### config.mk
export PLATFORM = sky130hd
export DESIGN_NAME = tick_receiver
export DESIGN_NICKNAME = d
export VERILOG_FILES = /design/src/rtl/tick_pkg.sv /design/src/rtl/sync_2ff.sv /design/src/rtl/tick_receiver.sv
export SDC_FILE = /design/constraint.sdc
export NUM_CORES = 1
export LEC_CHECK = 0
export CAP_MARGIN = 10
export CORE_ASPECT_RATIO = 1.75
export CORE_MARGIN = 2
export CORE_UTILIZATION = 50
export DETAILED_ROUTE_END_ITERATION = 10
export GPL_TIMING_DRIVEN = 0
export PLACE_DENSITY = 0.69
export SLEW_MARGIN = 20
export SYNTH_ARGS = -nofsm -noshare
export SYNTH_HDL_FRONTEND = slang
export SYNTH_SLANG_ARGS = --single-unit
### constraint.sdc
create_clock -name clk -period 2.5 [get_ports clk]
set_clock_uncertainty 0.1 [all_clocks]
set_input_delay 0.75 -clock clk [delete_from_list [all_inputs] [get_ports clk]]
set_output_delay 0.75 -clock clk [all_outputs]
set_load 0.02 [all_outputs]
### src/rtl/tick_pkg.sv
// Shared definitions for the tick receiver: FSM encoding and default sizing.
// The state values are also visible on the debug port, so the encoding is fixed.
package tick_pkg;

    typedef enum logic [1:0] {
        StIdle = 2'd0,
        StArm  = 2'd1,
        StRun  = 2'd2,
        StLost = 2'd3
    } tick_state_e;

    localparam int unsigned TIMEOUT_CYC_DEFAULT = 300_000_000;
    localparam int unsigned CNT_W_DEFAULT       = 8;
    localparam int unsigned WD_W                = 32;

endpackage

### src/rtl/sync_2ff.sv
// Two-flop synchronizer for a single asynchronous bit.
module sync_2ff (
    input  logic clk,
    input  logic rst_n,
    input  logic d,
    output logic q
);

    logic s1_q;
    logic s2_q;

    always_ff @(posedge clk or negedge rst_n) begin
        if (!rst_n) begin
            s1_q <= 1'b0;
            s2_q <= 1'b0;
        end else begin
            s1_q <= d;
            s2_q <= s1_q;
        end
    end

    assign q = s2_q;

endmodule

### src/rtl/tick_receiver.sv
// Receives a slow toggling tick from another clock domain, emits one step pulse per
// accepted edge, counts them, and flags a lost source via a watchdog.
module tick_receiver
    import tick_pkg::*;
#(
    parameter int unsigned TIMEOUT_CYC = TIMEOUT_CYC_DEFAULT,
    parameter int unsigned CNT_W       = CNT_W_DEFAULT
) (
    input  logic             clk,
    input  logic             rst_n,
    input  logic             tog_in,
    input  logic             en,
    input  logic             clr,
    output logic             step,
    output logic [CNT_W-1:0] tick_cnt,
    output logic             timeout,
    output logic [1:0]       state
);

    localparam logic [WD_W-1:0] WdLast = WD_W'(TIMEOUT_CYC - 1);

    logic             s2;
    logic             s3_q;
    logic             tog_edge;
    logic             wd_expired;
    logic             enter_lost;

    tick_state_e      state_q;
    tick_state_e      state_d;
    logic [WD_W-1:0]  wd_q;
    logic [WD_W-1:0]  wd_d;
    logic             step_q;
    logic             step_d;
    logic [CNT_W-1:0] cnt_q;
    logic [CNT_W-1:0] cnt_d;
    logic             timeout_q;
    logic             timeout_d;

    sync_2ff u_sync (
        .clk   (clk),
        .rst_n (rst_n),
        .d     (tog_in),
        .q     (s2)
    );

    // s3 tracks s2 in every state so edges seen while idle are silently consumed.
    always_ff @(posedge clk or negedge rst_n) begin
        if (!rst_n) begin
            s3_q <= 1'b0;
        end else begin
            s3_q <= s2;
        end
    end

    assign tog_edge   = s2 ^ s3_q;
    assign wd_expired = (wd_q == WdLast);

    always_ff @(posedge clk or negedge rst_n) begin
        if (!rst_n) begin
            state_q <= StIdle;
        end else begin
            state_q <= state_d;
        end
    end

    // An edge always beats a watchdog expiry landing on the same cycle.
    always_comb begin
        state_d    = state_q;
        wd_d       = wd_q;
        step_d     = 1'b0;
        enter_lost = 1'b0;
        if (!en) begin
            state_d = StIdle;
        end else begin
            unique case (state_q)
                StIdle: begin
                    state_d = StArm;
                    wd_d    = '0;
                end
                StArm: begin
                    if (tog_edge) begin
                        state_d = StRun;
                        wd_d    = '0;
                        step_d  = 1'b1;
                    end else if (wd_expired) begin
                        state_d    = StLost;
                        enter_lost = 1'b1;
                    end else begin
                        wd_d = wd_q + WD_W'(1);
                    end
                end
                StRun: begin
                    if (tog_edge) begin
                        wd_d   = '0;
                        step_d = 1'b1;
                    end else if (wd_expired) begin
                        state_d    = StLost;
                        enter_lost = 1'b1;
                    end else begin
                        wd_d = wd_q + WD_W'(1);
                    end
                end
                StLost: begin
                    if (tog_edge) begin
                        state_d = StRun;
                        wd_d    = '0;
                        step_d  = 1'b1;
                    end
                end
                default: begin
                    state_d = StIdle;
                end
            endcase
        end
    end

    // A clear coinciding with a step keeps that step, so the count restarts at one.
    always_comb begin
        cnt_d     = cnt_q;
        timeout_d = timeout_q;
        if (clr) begin
            cnt_d     = step_q ? CNT_W'(1) : '0;
            timeout_d = 1'b0;
        end else if (step_q) begin
            cnt_d = cnt_q + CNT_W'(1);
        end
        if (enter_lost) begin
            timeout_d = 1'b1;
        end
    end

    always_ff @(posedge clk or negedge rst_n) begin
        if (!rst_n) begin
            wd_q      <= '0;
            step_q    <= 1'b0;
            cnt_q     <= '0;
            timeout_q <= 1'b0;
        end else begin
            wd_q      <= wd_d;
            step_q    <= step_d;
            cnt_q     <= cnt_d;
            timeout_q <= timeout_d;
        end
    end

    assign step     = step_q;
    assign tick_cnt = cnt_q;
    assign timeout  = timeout_q;
    assign state    = state_q;

endmodule

=== Word-level counts from Yosys, hierarchy flattened ===
Index checks and enable logic that the tools add are counted.

* Order comparisons: 0
* Shift-type cells: 0
* Bitwise logic cells: 1
* Reductions and logical operators: 7
* Multiply operators: 0
* Mux-type cells: 22
* $add $sub $neg: 2
* Div/mod/pow operators: 0
* Equality and inequality tests: 8

{| class="wikitable"
|+ Operators by type and width
! kind !! number
|-
| 32-bit 2-to-1 mux || 3
|-
| 32-bit case mux with 3 select lines || 1
|-
| 32-bit by 1-bit adder with 32-bit output, second input constant || 1
|-
| 32-bit by 29-bit == test with 1-bit output, second input constant || 1
|-
| 8-bit 2-to-1 mux || 2
|-
| 1-bit 2-to-1 mux || 10
|-
| 2-bit 2-to-1 mux || 5
|-
| 3-bit inequality test, second input constant || 3
|-
| 8-bit by 1-bit adder with 8-bit output, second input constant || 1
|-
| 2-bit case mux with 4 select lines || 1
|-
| 2-bit == test, second input constant || 2
|-
| 2-bit nonzero test || 2
|-
| 3-bit AND reduction || 1
|-
| 3-bit OR reduction || 1
|-
| 2-bit by 1-bit == test with 1-bit output, second input constant || 1
|-
| 2-bit zero test || 1
|-
| 2-bit inequality test, second input constant || 1
|-
| 2-bit AND reduction || 1
|-
| 2-bit OR reduction || 1
|-
| 1-bit bitwise XOR || 1
|}

* Bits in writable memories: 0
* Output and inout port bits: 12
* Memory bits (read-only): 0
* Latch bits: 0
* Logic and storage cells: 48
* Input port bits: 5
* Memories: 0
* Register bits after elaboration: 47

=== Depth between registers and ports, before layout ===
Gate-level depths: netlist (run 1).

* Depth in word-level cells: 6
* Gate-level depth with buffers: 8
* Mapped depth without buffers: 7

=== Cells and area by module ===
From an unflattened synthesis (run 1), not the netlist that was laid out.

* Cells, all modules: 270
* Area, all modules: 2568.7 um2

{| class="wikitable"
|+ By module, submodules not included
! module !! times used !! sequential area each (um2) !! area each (um2) !! cells each
|-
| tick_receiver || 1 || 1126.1 || 2518.7 || 268
|-
| sync_2ff || 1 || 50.0 || 50.0 || 2
|}

=== Worst setup path after synthesis (run 1) ===
OpenSTA, ideal clock, no wires.

* Path type: reg-to-reg
* From: reg state_q[0], in the netlist state[0]
* To: reg wd_q[25]
* Setup slack: 0.384 ns
* Period minus slack after synthesis: 2.116 ns
* Stages on the path, launching flop included: 8
* Arrival: 1.938 ns
* Cells stage by stage: dfrtp_1 -> inv_1 -> ha_1 -> and2_4 -> and3_1 -> clkbuf_1 -> or4_1 -> a21oi_1

* Cells in the longest elaborated chain, start to end: 4
* Elaborated cells between the ends (all ways): 9

{| class="wikitable"
|+ Ends and longest elaborated chain
! element !! line !! text
|-
| start: declaration || tick_receiver.sv:28 || <nowiki>tick_state_e state_q;</nowiki>
|-
| start signal: assignment || tick_receiver.sv:60 || <nowiki>state_q <= StIdle;</nowiki>
|-
| start signal: assignment || tick_receiver.sv:62 || <nowiki>state_q <= state_d;</nowiki>
|-
| 2-bit == test or 2-bit by 1-bit == test with 1-bit output (tied branches) || tick_receiver.sv:75 || <nowiki>unique case (state_q)</nowiki>
|-
| 2-bit OR reduction (no source line) || -- ||
|-
| 3-bit inequality test (no source line) || -- ||
|-
| 3-bit AND reduction (no source line) || -- ||
|-
| end signal: assignment || tick_receiver.sv:139 || <nowiki>wd_q <= wd_d;</nowiki>
|-
| end: declaration || tick_receiver.sv:30 || <nowiki>logic [WD_W-1:0] wd_q;</nowiki>
|}

Several ways; a longest one is shown, not always the timed one.
A chain may end at the register's enable or synchronous reset.

=== Final worst setup path (run 1) ===
* From: reg state_q[1], in the netlist state[1]
* To: reg wd_q[12]

Same word-level chain as after synthesis.

==> run summary, run 1 <==
The post-CTS clock slew at the launch and capture registers of the worst setup and hold paths is 0.09 ns. The flow ran to the end, and the final reports show no timing, DRC or antenna violations. The length of the first detailed-routing pass in iterations is 4. In the final routed layout, each cell accounts on average for 16.4 µm. The maximum root-to-sink buffer count came out at 2. In this run the critical register-to-register path is launched from state[1]$_DFFE_PN0P_. The worst hold path belongs to the class reg2reg.

The horizontal die dimension is 58.4 µm. A synthesized cell averages 9.35 µm². The highest fanout seen on the critical path is 10. The final max-slew violation count came out at 0.

The synthesis warning total came out at 0. In the final design database the tool counted 313 nets. The highest attainable clock frequency is 442 MHz.

The number of instances in the placed design is 347. The final design area excluding fillers is 0.00295 mm². The transition time at the pin with the least slew margin came out at 0.801 ns. The worst ir drop on vdd came out at 0.407 mV. The number of primary I/O pins came out at 17. The total of buffers placed on input and output ports came out at 15. The number of endpoints with negative hold slack in the final report came out at 0. The final estimated routing congestion in global placement is 0.851.

The placement-stage cell area is 0.00282 mm². The source of the worst hold timing path is u_sync.s1_q$_DFF_PN0_. The chip height came out at 99.2 µm.

The CTS tree is built. The cell sitting at the root of the clock tree is a clkbuf_8. The detailed-route via count came out at between 2000 and 2500. The layout-stage area growth over the synthesis result is 14.0%. The mapped netlist covers 0.00259 mm². The power density over the cells came out at 557 mW/mm². The total design power is 1.64 mW. The proportion of register bits with asynchronous set or reset after synthesis is 1.00. The arrival time of the worst setup path is 2.35 ns.

The max-cap violation count is 0. The total CTS buffers is 5. The half-perimeter wire length after placement is 4.23 mm. Of the available clock period, the critical path in the final layout requires 0.906.

The ratio of routed vias to standard cells is 6.12. The time the final worst path needs with I/O delays and setup came out at 2.26 ns. The overall die area came out at approximately 0.0058 mm². The number of clock sinks came out at 47. The total global-route track usage came out at 0.227. Yosys instantiated no cell more often than dfrtp_1. The number of cells on the worst hold path is 0. The number of global-route vias before repair is 2191. Of the synthesized area, sequential elements account for 0.454. The share of the core filled with cells came out at 0.593. In the post-route analysis, the smallest setup slack over all paths is 0.235 ns. The end of the worst register-to-register path is wd_q[12]$_DFFE_PN0P_.

Setup repair after global routing left no endpoint under its margin. For this run, the leading register cell type out of synthesis is dfrtp_1. STA classifies the critical path endpoint as a flip-flop.

The commonest cells after synthesis are dfrtp_1, nor2_1, nand2_1. The biggest area contributor in the post-synthesis netlist is dfrtp_1. The post-layout instance count excluding filler cells came out at between 300 and 400. Hold timing on the final database bottoms out at a slack of 0.256 ns. The initial antenna violation count came out at 0. The start-to-end type of the worst setup path is reg2reg. After synthesis, the cell types taking the most area are dfrtp_1, nor2_1, xor2_1, o21ai_0, nand2_1.

The area of the core is approximately 0.0050 mm². The number of nets produced by synthesis came out at 289. Setup violations remaining at the end of the flow were counted as 0. The kind of start point of the critical path is a flip-flop. The post-synthesis cell count came out at 277. After detailed routing, the total wire length is roughly 5.8 mm.

The sink of the worst hold path is u_sync.q$_DFF_PN0_. The DRC violation total after the first TritonRoute iteration came out at 87. The total congestion overflow came out at 0.

Setup total negative slack on the finished layout was measured at 0 ns. Of the post-synthesis cell area, the dominant cell type holds 0.454. The count of hold buffers inserted by post-cts repair came out at 0. After detailed routing, the number of remaining DRC violations is 0.

The effective utilization at floorplan came out at 0.520. The setup slack of the worst register-to-register path is between 0.2 and 0.25 ns. Timing analysis after detailed placement gives a worst setup slack of -0.297 ns. Summed over all cells, the static leakage comes to 1.22 nW. The number of flops mapped to enable cells by yosys came out at 0. Entering global routing, the biggest net connects 31 pins. The post-synthesis sequential element count came out at 47. In the final layout, the share of cells above drive strength 1 is 0.0795. The maximum level of the CTS H-tree is 2. The remaining antenna violation count after routing came out at 0.

The distinct cell type count of the synthesized netlist is 43. The antenna diode instance count came out at 0. The global-route wire length before repair came out at 10.1 mm. The worst reg-to-reg path cell count is 7. The relative max-transition margin came out at 0.464. The data required time at the worst endpoint is ~2.6 ns. Clock latency on the worst-skew pair, taken at its later pin, is 0.31 ns.

The site row count is 34.
## routing by layer
metal / vias to the layer above / global-route usage / part of all wire
met5: - / 0 / 0
met4: 0 / 0.120 / 0.031
met3: 20 / 0.0364 / 0.039
met2: 67 / 0.386 / 0.54
met1: 1036 / 0.266 / 0.39
li1: 1054 / - / -
## timing repair
action,CTS,global route
buffers inserted,0,1
resized for setup,0,5
endpoints found under the setup margin,0,23
## state kept, by name (all words and copies together), names as in the netlist
signal	count
s3_q	1
state	2
timeout	1
u_sync.q	1
step	1
wd_q	32
tick_cnt	8
u_sync.s1_q	1
## report_power, final
part	switching (mW)	leakage, nW	total [mW]	internal [mW]
Sequential	0.0230	0.647	0.804	0.781
Clock	0.280	0.0548	0.582	0.301
Combinational	0.168	0.520	0.259	0.0912
Total	0.471	1.22	1.64	1.17
## critical path, stage by stage, from the launching register on
cell and delay (ns):
dfrtp_1 0.46, ha_1 0.39, inv_1 0.09, o21ai_0 0.47
clkbuf_2 0.34, nor3_1 0.11, xnor2_1 0.14, nor2_1 0.05
## worst max path at each step
| stage | end | slack (ns) | start |
|---|---|---|---|
| after global placement | wd_q[31]$_DFFE_PN0P_ | -0.80 | rst_n |
| final | wd_q[12]$_DFFE_PN0P_ | 0.24 | state[1]$_DFFE_PN0P_ |
| after CTS | wd_q[31]$_DFFE_PN0P_ | 0.03 | en |
| after global routing | wd_q[4]$_DFFE_PN0P_ | 0.04 | wd_q[0]$_DFFE_PN0P_ |
| after detailed placement | wd_q[29]$_DFFE_PN0P_ | -0.30 | en |
| after floorplan | wd_q[25]$_DFFE_PN0P_ | 0.38 | state[0]$_DFFE_PN0P_ |
## kinds of logic after synthesis
family                     share of synthesized area
buffers and inverters                         0.0290
adders and majority gates                     0.0338
and+or+nand+nor                                0.265
AOI/OAI and AO/OA                              0.137
xor gates and xnor gates                      0.0739
muxes                                        0.00773
DFF                                            0.454
## cell usage in the layout (no fill, tap or decap), types with 5 or more instances in the layout
master and n:
dfrtp_1 47, nor2_1 28, nand2_1 24, o21ai_0 20
nand4_1 14, clkdlybuf4s50_1 13, xor2_1 12, nand3_1 12
a21oi_1 11, or3_1 9, inv_1 8, nor3_1 8
xnor2_1 8, and4_1 7, o31ai_1 7, ha_1 7
clkbuf_1 6, and3_1 5, and2_1 5, clkbuf_8 5
## final cells by class
| class | instances | area (µm²) |
|---|---|---|
| plain buffers | 10 | 42.5 |
| clock buffers | 5 | 68.8 |
| clock inverters | 3 | 46.3 |
| fillers | 438 | 2020 |
| inverters | 9 | 33.8 |
| multi-input cells | 211 | 1340 |
| flip-flops and latches | 47 | 1180 |
| well taps | 54 | 67.6 |
| repair buffers | 17 | 175 |
(Power assumes the default switching activity.)
==> inputs of run 2 (changes only) <==
CELL_PAD_IN_SITES_DETAIL_PLACEMENT = 1   (was default)
CELL_PAD_IN_SITES_GLOBAL_PLACEMENT = 1   (was default)
CORE_UTILIZATION = 46   (was 50)
PLACE_DENSITY = 0.8   (was 0.69)
SETUP_SLACK_MARGIN = 0.15   (was default)
==> run summary, run 2 (synthesis results as in run 1) <==
The run finished with clean final reports. The clock network latency to the later pin of the worst-skew pair is approximately 0.31 ns. The count of buffers added on input and output ports is 15. The antenna diode instance count came out at 0.

Clock-pin slew was measured on the worst setup and hold paths at 0.08 ns. Setup repair after global routing left no endpoint under its margin. The site row count is 36. STA classifies the critical path endpoint as an output port. Across the run, the number of max-cap violations was 0. The share of the core filled with cells is 0.543. The number of endpoints with negative hold slack in the final report was 0. The number of inserted filler cells in the final layout is 663. For this block, wires on met1 add up to roughly 2.6 mm. The register with the highest flop count is wd_q. The clock passes through at most 2 buffers. Leaving out fill and tap cells, the most frequent cell in the layout is dfrtp_1.

The total of endpoints with negative setup slack in the final report came out at 0. The average wire length per cell after detail routing came out at 18.4 µm. The die is 60.7 µm wide. The routed wire length is 6.95 mm. Data on the critical path arrives at its endpoint at 1.42 ns.

The total congestion overflow is 0. The number of clock sinks is 47. The maximum level of the CTS H-tree is 2. The critical path in this run is classified as reg2out. The remaining antenna violation count after routing came out at 0. The kind of cell with the highest combined delay along the critical path is buffers and inverters. From bottom edge to top edge, the die measures 103 µm. The half-perimeter wire length after placement came out at 5.26 mm. The sum of met3 wire segment lengths after detailed routing came out at 126 µm.

The tree is rooted in a clkbuf_8. The core region is 0.00550 mm². For this run, the top clock speed supported by timing is roughly 440 MHz. The relative max-transition margin is 0.646. The CTS tree is built. The uppermost layer routed is met4. The power density over the cells came out at ~510 mW/mm².

The initial antenna violation count is 0. After layout, the minimum clock period comes to 2.27 ns. The ratio of cells with drive above 1 in the final layout came out at 0.0927.

The leakage power figure is 1.23 nW. The overall die area is about 0.0063 mm². Traced cell by cell, the critical path runs through clkdlybuf4s50_1.

The effective utilization at floorplan is 0.471. The length of routed met2 wiring came out at 3.98 mm. The DRC violation total after the first TritonRoute iteration came out at slightly below 60. The number of buffers and inverters on the critical path is 1.

The highest fanout seen on the critical path is 7. Leaving out fill and tap cells, the most frequent cells in the layout are dfrtp_1, nor2_1, nand2_1, o21ai_0, nand4_1. The maximum number of pins on one net before global-route repair is 32. The final worst-path cycle share is 0.907.

The number of primary I/O pins came out at 17. The data required time at the worst endpoint came out at about 1.7 ns. STA classifies the critical path startpoint as a flip-flop. The number of global-route vias before repair came to between 2000 and 2500. The detailed-route via count is 2238. For this run, the slowest stage of the critical path takes 0.64 ns.

At the pin with the least slew margin, the transition time is 0.527 ns. Dividing the detail-routed via count by the number of cells gives around 6. The length of the first detailed-routing pass in iterations is 4. The final estimated routing congestion in global placement came out at ~0.83. The worst ir drop on vdd came out at 0.260 mV. The register with the most flip-flops in the layout has 32 of them.

Across every metal layer, demand over resource in global routing totals 0.249. In this run the worst hold path is classified as in2async. The final critical-path setup slack is around 0.23 ns.

The cell at the slowest stage of the critical path is clkdlybuf4s50_1. The layout-stage area growth over the synthesis result came out at 15.1%. Before CTS, the worst setup slack after placement is -0.459 ns. The final max-slew violation count is 0. The total CTS buffers is 5. The net count reported at finish came out at approximately 320. The first global-routing pass estimated 11.5 mm of wire. The final routed DRC violation total is 0.
==> run 2: worst paths after layout <==
check | start | endpoint | slack (ns) | cells after the start
worst max-delay path | state[1]$_DFFE_PN0P_ | state[1] | 0.23 | 1
worst min-delay path | rst_n | state[0]$_DFFE_PN0P_ | 0.26 | 1
worst max register to register | wd_q[0]$_DFFE_PN0P_ | wd_q[25]$_DFFE_PN0P_ | 0.29 | 7
worst min register to register | u_sync.s1_q$_DFF_PN0_ | u_sync.q$_DFF_PN0_ | 0.26 | 0
max in group asynchronous | rst_n | wd_q[20]$_DFFE_PN0P_ | 1.52 | 2
min in group clk | u_sync.s1_q$_DFF_PN0_ | u_sync.q$_DFF_PN0_ | 0.26 | 0
==> run 2: per-stage QoR <==
stage	setup TNS [ns]	hold slack, ns	total power, mW	cell area [µm²]	std cells
final	0	0.255	1.52	2980	378
after global routing	0	0.264	1.60	2980	378
after CTS	0	0.258	1.53	2940	376
after detailed placement	-6.85	0.239	1.09	2850	369
after global placement	-43.24	0.232	1.08	2840	368
after floorplan	0	0.231	0.976	2590	277
==> run 2: cell type report <==
class | count | area [µm²] | area share
Timing Repair Buffer | 19 | 186 | 0.0625
Clock buffer | 6 | 72.6 | 0.0243
Tap cell | 76 | 95.1 | 0.0319
Sequential cell | 47 | 1180 | 0.394
Buffer | 10 | 53.8 | 0.0180
Inverter | 9 | 33.8 | 0.0113
Multi-Input combinational cell | 211 | 1360 | 0.457
==> run 2: where the power goes <==
part / internal [mW] / total [mW] / switching, mW
Clock: 0.187 / 0.439 / 0.252
Combinational: 0.0972 / 0.272 / 0.175
Sequential: 0.781 / 0.805 / 0.0238
Total: 1.07 / 1.52 / 0.450
==> run 2: repair_timing <==
action,in CTS,in global routing
buffers inserted,1,2
pin swaps,1,2
gates resized for setup,6,11
setup endpoints to repair,25,21
hold buffers,0,0
==> run 2: layer usage <==
layer,GRT usage,vias to the layer above
li1,-,1059
met3,0.0410,20
met1,0.254,1128
met4,0.122,0
met2,0.468,31
met5,0,-
==> inputs of run 3 (changes only) <==
CORE_MARGIN = default   (was 2)
==> run summary, run 3 (synthesis results as in run 1) <==
The clock network latency to the later pin of the worst-skew pair is 0.31 ns. The power density over the cells is approximately 580 mW/mm². The transition time at the pin with the least slew margin is about 0.64 ns. For this run, the total global-route usage over all layers was measured as 0.255.

The total CTS buffers came out at 5. The highest attainable clock frequency came out at approximately 440 MHz. CTS saw 47 sinks. The library cell used most frequently in the layout, excluding fill and tap cells, is dfrtp_1. In this design, the stage delay of the slowest critical-path cell is roughly 0.65 ns. The initial antenna violation count came out at 0. The total congestion overflow came out at 0. The floorplan step set the die width to 58.7 µm.

The worst reg-to-reg path cell count is 7. In this run the worst path has a maximum fanout of 7. At the end of routability-driven placement, the weighted congestion stood at 0.823.

The critical path goes through clkdlybuf4s50_1. The final routed DRC violation total is 0. The DRC violation total after the first TritonRoute iteration is 53. The footprint of the flip-flops and latches is 0.00118 mm². The final worst hold slack came out at 0.260 ns. The number of inserted filler cells in the final layout came out at 652.

Together, buffers and inverters on the worst path number 1. The number of cells on the worst hold path came out at 0. In this run the number of cells on the critical path is 1.

The routed wire length came out at 6.63 mm. The area occupied by multi-input gates came out at 0.00135 mm². The maximum root-to-sink buffer count came out at 2. The run finished with clean final reports. The number of endpoints with negative hold slack in the final report is 0.

On the critical path, the stage with the largest delay is an instance of clkdlybuf4s50_1. The register with the highest flop count is wd_q. The floorplan step set the die height to 101 µm. Data arrives at the worst endpoint at 1.44 ns.

The site row count is 35. After routing, the total negative slack on setup checks comes to 0 ns. The leakage power figure came out at 1.24 nW. The final max-slew violation count came out at 0. The average wire length per cell after detail routing came out at between 15 and 20 µm. The ratio of routed vias to standard cells is about 5.8.

Setup repair after global routing could not meet its margin everywhere. The floorplan step defined a die boundary enclosing ~0.0059 mm². The length of the first detailed-routing pass in iterations is 4. The effective utilization at floorplan is 0.485.

The global-route wire length before repair is 11.5 mm. The area growth from synthesis to layout is 16.7%. The worst ir drop on vdd came out at 0.318 mV. Entering global routing, the biggest net connects 26 pins. The number of global-route vias before repair came to 2425. Pin placement for this block handled 17 I/O pins. The post-CTS clock slew at the launch and capture registers of the worst setup and hold paths is 0.09 ns. The top cell types in the final layout, fill and taps aside, are dfrtp_1, nor2_1, nand2_1, o21ai_0, nand4_1. The total of buffers placed on input and output ports is 15. The antenna diode instance count is 0. The maximum level of the CTS H-tree came out at 2.

Hold repair after CTS inserted 0 buffers. For this run, the post-layout net count is 313. The detailed-route via count came out at 2194. The area of the core came out at 0.00534 mm².

Headroom to the max-slew limit came out at 0.572. The total of endpoints with negative setup slack in the final report came out at 0. The worst min-delay path class is reg2reg.

STA classifies the critical path endpoint as an output port. In this run the remaining antenna-violating nets after routing total 0. The CTS tree is built. The kind of start point of the critical path is a flip-flop. The ratio of cells with drive above 1 in the final layout is 0.0861. The tool flagged a number of max-cap violations equal to 0. The setup path with the least slack is of type reg2out. The cell family contributing the most delay on the critical path is buffers and inverters. The time the final worst path needs with I/O delays and setup is 2.29 ns. The half-perimeter wire length after placement is 4.88 mm. The data required time at the worst endpoint is 1.65 ns. The number of flip-flops in the largest register is 32.

CTS placed an instance of clkbuf_8 at the clock tree root. In the finished design, the share of the clock period the worst path needs comes to 0.916.
==> run 3: worst register-to-register path: stages (launching register included) <==
cell,delay (ns)
dfrtp_1,0.43
ha_1,0.24
and4_2,0.28
and4_1,0.19
and3_1,0.17
clkbuf_1,0.15
or4_1,0.48
a21oi_1,0.15
==> run 3: path summary, 6_finish.rpt <==
kind | from | to | slack [ns]
max in group asynchronous | rst_n | wd_q[15]$_DFFE_PN0P_ | 1.40
max | state[1]$_DFFE_PN0P_ | state[1] | 0.21
max reg2reg | wd_q[0]$_DFFE_PN0P_ | wd_q[25]$_DFFE_PN0P_ | 0.24
min | u_sync.s1_q$_DFF_PN0_ | u_sync.q$_DFF_PN0_ | 0.26
min reg2reg | u_sync.s1_q$_DFF_PN0_ | u_sync.q$_DFF_PN0_ | 0.26
min in group asynchronous | rst_n | step$_DFF_PN0_ | 0.35
==> run 3: area by class of cell <==
cell class,count,area share
clock buffer,5,0.0228
inverter,9,0.0112
clock inverter,3,0.0224
timing repair buffer,17,0.0596
buffer,10,0.0170
multi-input combinational,211,0.447
tap,74,0.0306
sequential,47,0.389
==> run 3: repair_timing <==
item / CTS / global route
gates resized for setup: 5 / 8
setup endpoints to repair: 23 / 17
pin swaps: 1 / 0
buffers inserted: 1 / 0
==> run 3: power by group <==
part	total (mW)	leakage (nW)	internal, mW	switching (mW)
combinational	0.265	0.532	0.0932	0.171
clock	0.674	0.0644	0.399	0.276
sequential	0.805	0.647	0.781	0.0241
==> run 3: layer usage <==
metal,track usage,wire (µm),vias to the layer above
li1,-,-,1055
met1,0.284,2620,1084
met2,0.469,3690,39
met3,0.0358,132,16
met4,0.108,184,0
met5,0,0,-
==> run 3: per-stage QoR <==
step	power (mW)	util	cells	instance area [µm²]	worst slack (ns)
2_1_floorplan	0.976	-	277	2590	0.384
3_3_place_gp	1.07	0.530	366	2830	-0.812
3_5_place_dp	1.08	0.534	367	2860	-0.324
4_1_cts	1.76	0.563	376	3010	0.195
5_1_grt	1.82	0.566	376	3020	0.144
6_report	1.74	0.566	376	3020	0.211
